[src/rtl/instr_fetch_ctrl.sv]
// Instruction fetch controller: issues in-order instruction memory requests
// under a credit limit, tracks outstanding responses, discards responses that
// belong to a redirected (flushed) stream, and buffers returned instructions
// for the decode stage.
module instr_fetch_ctrl #(
    parameter int unsigned DATA_WIDTH = 32,
    parameter int unsigned DEPTH      = 2
) (
    input  logic                  clk,
    input  logic                  i_rst_IF,
    input  logic [DATA_WIDTH-1:0] i_pc_IF,
    input  logic [DATA_WIDTH-1:0] i_pcplus4_IF,
    input  logic                  i_flush_IF,
    output logic                  o_en_IF,
    output logic                  o_imem_req,
    output logic [DATA_WIDTH-1:0] o_imem_addr,
    input  logic                  i_imem_gnt,
    input  logic                  i_imem_rvalid,
    input  logic [DATA_WIDTH-1:0] i_imem_rdata,
    output logic                  o_instr_valid_ID,
    output logic [DATA_WIDTH-1:0] o_instr_ID,
    output logic [DATA_WIDTH-1:0] o_pc_ID,
    output logic [DATA_WIDTH-1:0] o_pcplus4_ID,
    input  logic                  i_ready_ID
);

    localparam int unsigned PW = (DEPTH > 1) ? $clog2(DEPTH) : 1;
    localparam int unsigned CW = $clog2(DEPTH + 1);
    localparam logic [CW:0]   CREDIT_MAX = (CW + 1)'(DEPTH);
    localparam logic [CW-1:0] FULL_CNT   = CW'(DEPTH);

    // Outstanding responses, responses still to be discarded, buffered count.
    logic [CW-1:0] os_cnt, os_next, disc_cnt, buf_cnt;
    logic [CW:0]   credit_used;

    logic [PW-1:0] pend_wr, pend_rd, buf_wr, buf_rd;

    logic [DATA_WIDTH-1:0] pend_pc   [DEPTH];
    logic [DATA_WIDTH-1:0] pend_pcp4 [DEPTH];
    logic [DATA_WIDTH-1:0] buf_instr [DEPTH];
    logic [DATA_WIDTH-1:0] buf_pc    [DEPTH];
    logic [DATA_WIDTH-1:0] buf_pcp4  [DEPTH];

    logic accept, keep, pop;

    assign credit_used      = {1'b0, os_cnt} + {1'b0, buf_cnt};
    assign o_imem_req       = !i_rst_IF && !i_flush_IF && (credit_used < CREDIT_MAX);
    assign o_imem_addr      = i_pc_IF;
    assign accept           = o_imem_req && i_imem_gnt;
    assign o_en_IF          = accept || i_flush_IF;
    assign keep             = i_imem_rvalid && (disc_cnt == '0) && !i_flush_IF;
    assign o_instr_valid_ID = (buf_cnt != '0) && !i_flush_IF;
    assign pop              = o_instr_valid_ID && i_ready_ID;
    assign o_instr_ID       = buf_instr[buf_rd];
    assign o_pc_ID          = buf_pc[buf_rd];
    assign o_pcplus4_ID     = buf_pcp4[buf_rd];

    // Next outstanding count: +1 on acceptance, -1 on each response.
    always_comb begin
        os_next = os_cnt;
        if (accept && !i_imem_rvalid) begin
            os_next = os_cnt + CW'(1);
        end else if (!accept && i_imem_rvalid) begin
            os_next = os_cnt - CW'(1);
        end
    end

    // Outstanding and discard counters; a flush marks every remaining response stale.
    always_ff @(posedge clk or posedge i_rst_IF) begin
        if (i_rst_IF) begin
            os_cnt   <= '0;
            disc_cnt <= '0;
        end else begin
            os_cnt <= os_next;
            if (i_flush_IF) begin
                disc_cnt <= os_next;
            end else if (i_imem_rvalid && disc_cnt != '0) begin
                disc_cnt <= disc_cnt - CW'(1);
            end
        end
    end

    // Pending FIFO pointers: push on acceptance, pop on every response.
    always_ff @(posedge clk or posedge i_rst_IF) begin
        if (i_rst_IF) begin
            pend_wr <= '0;
            pend_rd <= '0;
        end else begin
            if (accept) begin
                pend_wr <= pend_wr + PW'(1);
            end
            if (i_imem_rvalid) begin
                pend_rd <= pend_rd + PW'(1);
            end
        end
    end

    // Pending FIFO storage: PC pair of each accepted fetch.
    always_ff @(posedge clk) begin
        if (accept) begin
            pend_pc[pend_wr]   <= i_pc_IF;
            pend_pcp4[pend_wr] <= i_pcplus4_IF;
        end
    end

    // Output FIFO: fill from kept responses, drain on decode handshake, empty on flush.
    always_ff @(posedge clk or posedge i_rst_IF) begin
        if (i_rst_IF) begin
            buf_wr  <= '0;
            buf_rd  <= '0;
            buf_cnt <= '0;
            for (int unsigned i = 0; i < DEPTH; i++) begin
                buf_instr[i] <= '0;
                buf_pc[i]    <= '0;
                buf_pcp4[i]  <= '0;
            end
        end else if (i_flush_IF) begin
            buf_wr  <= '0;
            buf_rd  <= '0;
            buf_cnt <= '0;
        end else begin
            if (keep) begin
                buf_instr[buf_wr] <= i_imem_rdata;
                buf_pc[buf_wr]    <= pend_pc[pend_rd];
                buf_pcp4[buf_wr]  <= pend_pcp4[pend_rd];
                buf_wr            <= buf_wr + PW'(1);
            end
            if (pop) begin
                buf_rd <= buf_rd + PW'(1);
            end
            if (keep && !pop) begin
                buf_cnt <= buf_cnt + CW'(1);
            end else if (pop && !keep) begin
                buf_cnt <= buf_cnt - CW'(1);
            end
        end
    end

    a_no_overflow: assert property (@(posedge clk) disable iff (i_rst_IF)
        !(keep && !pop && buf_cnt == FULL_CNT));
    a_rvalid_has_request: assert property (@(posedge clk) disable iff (i_rst_IF)
        !(i_imem_rvalid && os_cnt == '0));
    a_discard_bounded: assert property (@(posedge clk) disable iff (i_rst_IF)
        disc_cnt <= os_cnt);

endmodule

[config.mk]
export PLATFORM = sky130hd
export DESIGN_NAME = instr_fetch_ctrl
export DESIGN_NICKNAME = d
export VERILOG_FILES = /design/src/rtl/instr_fetch_ctrl.sv
export SDC_FILE = /design/constraint.sdc
export NUM_CORES = 1
export LEC_CHECK = 0
export CAP_MARGIN = 20
export CORE_UTILIZATION = 40
export DETAILED_ROUTE_END_ITERATION = 12
export PLACE_DENSITY = 0.68
export SLEW_MARGIN = 0
export SYNTH_ARGS = -nofsm -noshare
export SYNTH_HDL_FRONTEND = slang
export SYNTH_SLANG_ARGS = --single-unit
[constraint.sdc]
create_clock -name clk -period 9.5 [get_ports clk]
set_input_delay 2.375 -clock clk [delete_from_list [all_inputs] [get_ports clk]]
set_output_delay 2.375 -clock clk [all_outputs]
set_load 0.05 [all_outputs]
== Word level (Yosys, flattened, before mapping) ==
Memory sizes are Yosys's and may differ from the RTL's.
Index checks and enable logic that the tools add are counted.
Widths: inputs -> output; s select.
Storage, ports and cells
  register bits: 202
  RAM bits: 128
  input bits: 102
  output and inout bits: 131
  logic and storage cells: 87
  memories kept: 2
Memory list
  pend_pc: words 2, bits a word 32, read ports 1, clocked after memory_dff 0, wr ports 1, RTL line 38  | logic [DATA_WIDTH-1:0] pend_pc [DEPTH];
  pend_pcp4: words 2, bits a word 32, read ports 1, clocked after memory_dff 0, wr ports 1, RTL line 39  | logic [DATA_WIDTH-1:0] pend_pcp4 [DEPTH];
Operators by class
  add/subtract/negate cells: 10
  $lt $le $gt $ge: 4
  muxes and demuxes: 27
  bitwise operators: 3
  reduce and logical (&&, ||, !) cells: 28
Operator list (number)
  $mux 32: 10
  $bwmux 64: 3
  $demux 32 s1: 1
  $mux 2: 7
  $logic_and 1x1->1: 13
  $reduce_bool 2->1: 5
  $logic_not 1->1: 6
  $mux 1: 6
  $sub 2x1->2 const B: 3
  $add 1x1->1 const B: 4
  $add 2x1->2 const B: 2
  $ge 2x2->1 const B: 2
  $not 1->2: 2
  $add 2x2->3: 1
  $lt 3x2->1 const B: 1
  $reduce_bool 3->1: 1
  $logic_not 2->1: 1
  $lt 2x1->1 const B: 1
  $reduce_and 2->1: 1
  $logic_or 1x1->1: 1
  $not 1->1: 1

== Longest topological paths before layout ==
  depth in word-level cells: 9
  gate-level depth with buffers: 8
  depth with buffers taken out: 6

== Worst setup path before layout ==
OpenSTA, ideal clock, no wires.
  kind: input to register
  from: in i_flush_IF
  to: mem pend_pc[0][0], enable pin
  library setup time: 0.486 ns
  arrival: 5.940 ns
  path slack: 3.074 ns
  stages: 4
  path through: or4_4 > clkinv_2 > nand2_2 > nor2_1
Between the ends
  longest elaborated chain between the ends: 6
Ends and longest elaborated chain
  start: declaration: RTL line 13  | input logic i_flush_IF,
  $logic_not 1->1: RTL line 47  | assign o_imem_req = !i_rst_IF && !i_flush_IF && (credit_used < CREDIT_MAX);
  $logic_and 1x1->1 (2 in series): RTL line 47
  via o_imem_req: RTL line 15  | output logic o_imem_req,
  $logic_and 1x1->1: RTL line 49  | assign accept = o_imem_req && i_imem_gnt;
  $mux 1: RTL line 100  | if (accept) begin
  $mux 1 (not written as such): RTL line 101  | pend_pc[pend_wr] <= i_pc_IF;
  end: declaration: RTL line 38
The timed path passes the listed nets, and every way through them passes these cells.

== Worst setup path in the final report ==
  from: in i_flush_IF
  to: out o_en_IF
Between the ends
  longest elaborated chain between the ends: 5
Ends and longest elaborated chain
  $logic_not 1->1: RTL line 47
  $logic_and 1x1->1 (2 in series): RTL line 47
  $logic_and 1x1->1: RTL line 49
  $logic_or 1x1->1 (*): RTL line 50  | assign o_en_IF = accept || i_flush_IF;
  end: declaration: RTL line 14  | output logic o_en_IF,
Mark *: on every way between the ends. The rest lies on a longest branch, timed or not.

==> flow_metrics.tcl <==
set metrics [dict create \
    status "finished, final reports clean" \
    drtIter0Drc 300 \
    synth_nets 1054 \
    whs_ns 0.473 \
    slew_headroom_pct 31.7 \
    fin_setup_tns_ns 0 \
    finalHoldViolations 0 \
    antenna_found_initial 0 \
    ys_seq_area_share_pct 66.7 \
    drc_errors 0 \
    vias 7798 \
    r2r.worst_path.cells 5 \
    track_usage_pct 16.2 \
    cts_setup_buffers 0 \
    firstDrtPassIters 4 \
    worstMarginPinSlew_ns 1.03 \
    ys_warn_count 0 \
    power.leakage_uw 0.00685 \
    fin_crit_sh_pct 75.1 \
    design.die.area_um2 34100 \
    path_class "input pin to output port" \
    viasPerCell 4.83 \
    wl_per_cell_um 16.7 \
    syn_inst 950 \
    timing.rr.start "disc_cnt[0]$_DFFE_PP0P_" \
    path_cells "clkdlybuf4s50_1, or4_4, clkinv_2, nand2_2, nand2b_1, clkdlybuf4s50_1" \
    yosysTopAreaCellShare_pct 37.9 \
    syn_avg_cell_area_um2 14.1 \
    synth.distinct_cells 36 \
    cts_tree "built" \
    startpoint_type "input pin" \
    die_h_um 185 \
    final-setup-viol-count 0 \
    io_buffers 232 \
    cts_num_sinks 330 \
    layout_common_cells "clkdlybuf4s50_1 (232), dfrtp_1 (200), mux2_2 (148), edfxtp_1 (128), nor2_1 (69)" \
    worst_path_max_delay_cell "clkdlybuf4s50_1" \
    ys_ff_latch 330 \
    dominantRegCellSynth "dfrtp_1" \
    report.final.slew_viol_count 0 \
    fmax_mhz 140 \
    cpPeakStageDelay_ns 0.79 \
    fin_nets 1246 \
    gp_congestion 0.761 \
    async_reset_ff_share_pct 61.2 \
    num_rows 66 \
    fin_crit_ns 7.13 \
    cp_max_fo 13 \
    crit_top_cell "clkdlybuf4s50_1" \
    grt_setup_unrepaired "no" \
    min_to "buf_pcp4[10]$_DFFE_PP0P_" \
    die_w_um 185 \
    synth_edf_count 128 \
    clk_latency_ns 0.52 \
    critPathArrivalTime_ns 4.76 \
    powerDensity_nw_per_um2 339 \
    r2r_slack_ns 6.40 \
    cts_buffer_depth 3 \
    clkTransAtPathRegs_ns 0.05 \
    core_um2 32700 \
    hold_path_depth 2 \
    hp-start "buf_pcp4[10]$_DFFE_PP0P_" \
    crit_required_ns 7.13 \
    endpoint_kind "output port" \
    hpwlAfterDp_um 16100 \
    drv_cap 0 \
    fin_skew_ns 0.0203 \
    antenna_left 0 \
    num_antenna_cells 0 \
    drive_above_1_share_pct 19.2 \
    cts_hold_buf 0 \
    wl_um 26900 \
    peakVddDrop_uv 197 \
    regToRegEndpoint "buf_instr[43]$_DFFE_PP0P_" \
    synth_largest_area_cell "dfrtp_1" \
    grt_pass1_wl_um 43000 \
    grt_max_degree 128 \
    hold_path.class "flip-flop to flip-flop" \
    numCtsBuffers 37 \
    cts_repair_resize_count 0 \
    ios 233 \
    htreeDepth 2 \
    first_global_vias 8141 \
    syn_area_um2 13300 \
    initial_core_util_pct 40.8 \
    ys_top_cells_by_area "dfrtp_1 (38%), edfxtp_1 (29%), mux2_2 (12%)" \
    cts-root-buf "clkbuf_16" \
    final_common_cell "clkdlybuf4s50_1" \
    grt.overflow.total 0 \
    synthToLayoutAreaGrowth_pct 28.0 \
]
## worst max path at each step
stage | to | slack [ns] | start
final | o_en_IF | 2.37 | i_flush_IF
after global routing | o_en_IF | 2.28 | i_flush_IF
after CTS | o_en_IF | 2.37 | i_flush_IF
after detailed placement | o_en_IF | 2.38 | i_flush_IF
after global placement | o_en_IF | 2.40 | i_flush_IF
after floorplan | buf_cnt[0]$_DFFE_PP0P_ | 1.61 | i_rst_IF
## report_power, final
group          leakage (uW)  switching, uW  internal [uW]
sequential          0.00367            209           1870
combinational       0.00255           1380            881
clock              0.000626            563            889
total               0.00685           2160           3640
## layer usage
| layer | part of all wire [%] | GRT usage [%] |
|---|---|---|
| met5 | 0 | 0 |
| met4 | 2.0 | 4.63 |
| met3 | 6.9 | 4.64 |
| met2 | 49 | 27.7 |
| met1 | 43 | 19.7 |
## synth_stat cells (2+ instances only)
master / count
o21ai_0: 68
a31oi_1: 2
buf_2: 32
nand2b_1: 2
dfrtp_1: 202
clkbuf_1: 16
xnor2_1: 3
buf_4: 39
edfxtp_1: 128
and3_1: 2
a21oi_1: 65
nand2_1: 66
inv_1: 5
xor2_1: 4
nor2_1: 70
nor2b_1: 3
mux2_1: 12
and2_1: 2
mux2i_1: 65
mux2_2: 148
## worst max-delay path, delay by kind of cell
kind | cells | cell delay, ns
buffers and inverters | 3 | 1.51
and+or+nand+nor | 3 | 0.86
## flip-flops by register name, indices dropped and copies added (netlist names)
signal     count
buf_instr     64
buf_pc        64
buf_pcp4      64
pend_pc       64
pend_pcp4     64
buf_cnt        2
disc_cnt       2
os_cnt         2
buf_rd         1
buf_wr         1
pend_rd        1
pend_wr        1
## metrics by stage
stage	utilization, %	power, uW	setup slack (ns)	area, um^2	instances
floorplan	-	3690	1.61	13300	950
global placement	48.3	4350	2.40	15800	1544
detailed placement	48.3	4390	2.38	15800	1544
CTS	52.2	5870	2.37	17100	1612
global route	52.2	6100	2.28	17100	1613
finish	52.2	5790	2.37	17100	1613
## layout make-up
type / count / area [um^2]
Clock buffer: 55 / 1100
Clock inverter: 13 / 176
Fill cell: 2778 / 15600
Inverter: 6 / 31.3
Multi-Input combinational cell: 527 / 3930
Sequential cell: 330 / 8910
Tap cell: 442 / 553
Timing Repair Buffer: 240 / 2390
## logic make-up after synthesis
group / share of synthesized area [%]
AND/OR/NAND/NOR: 4.76
flip-flops: 66.7
AO/OA/AOI/OAI: 5.47
adder cells (fa/ha/maj): 0.244
XOR/XNOR: 0.459
multiplexers: 18.4
buffers and inverters: 4.02
Note: power is estimated with default switching activity, not from simulation.
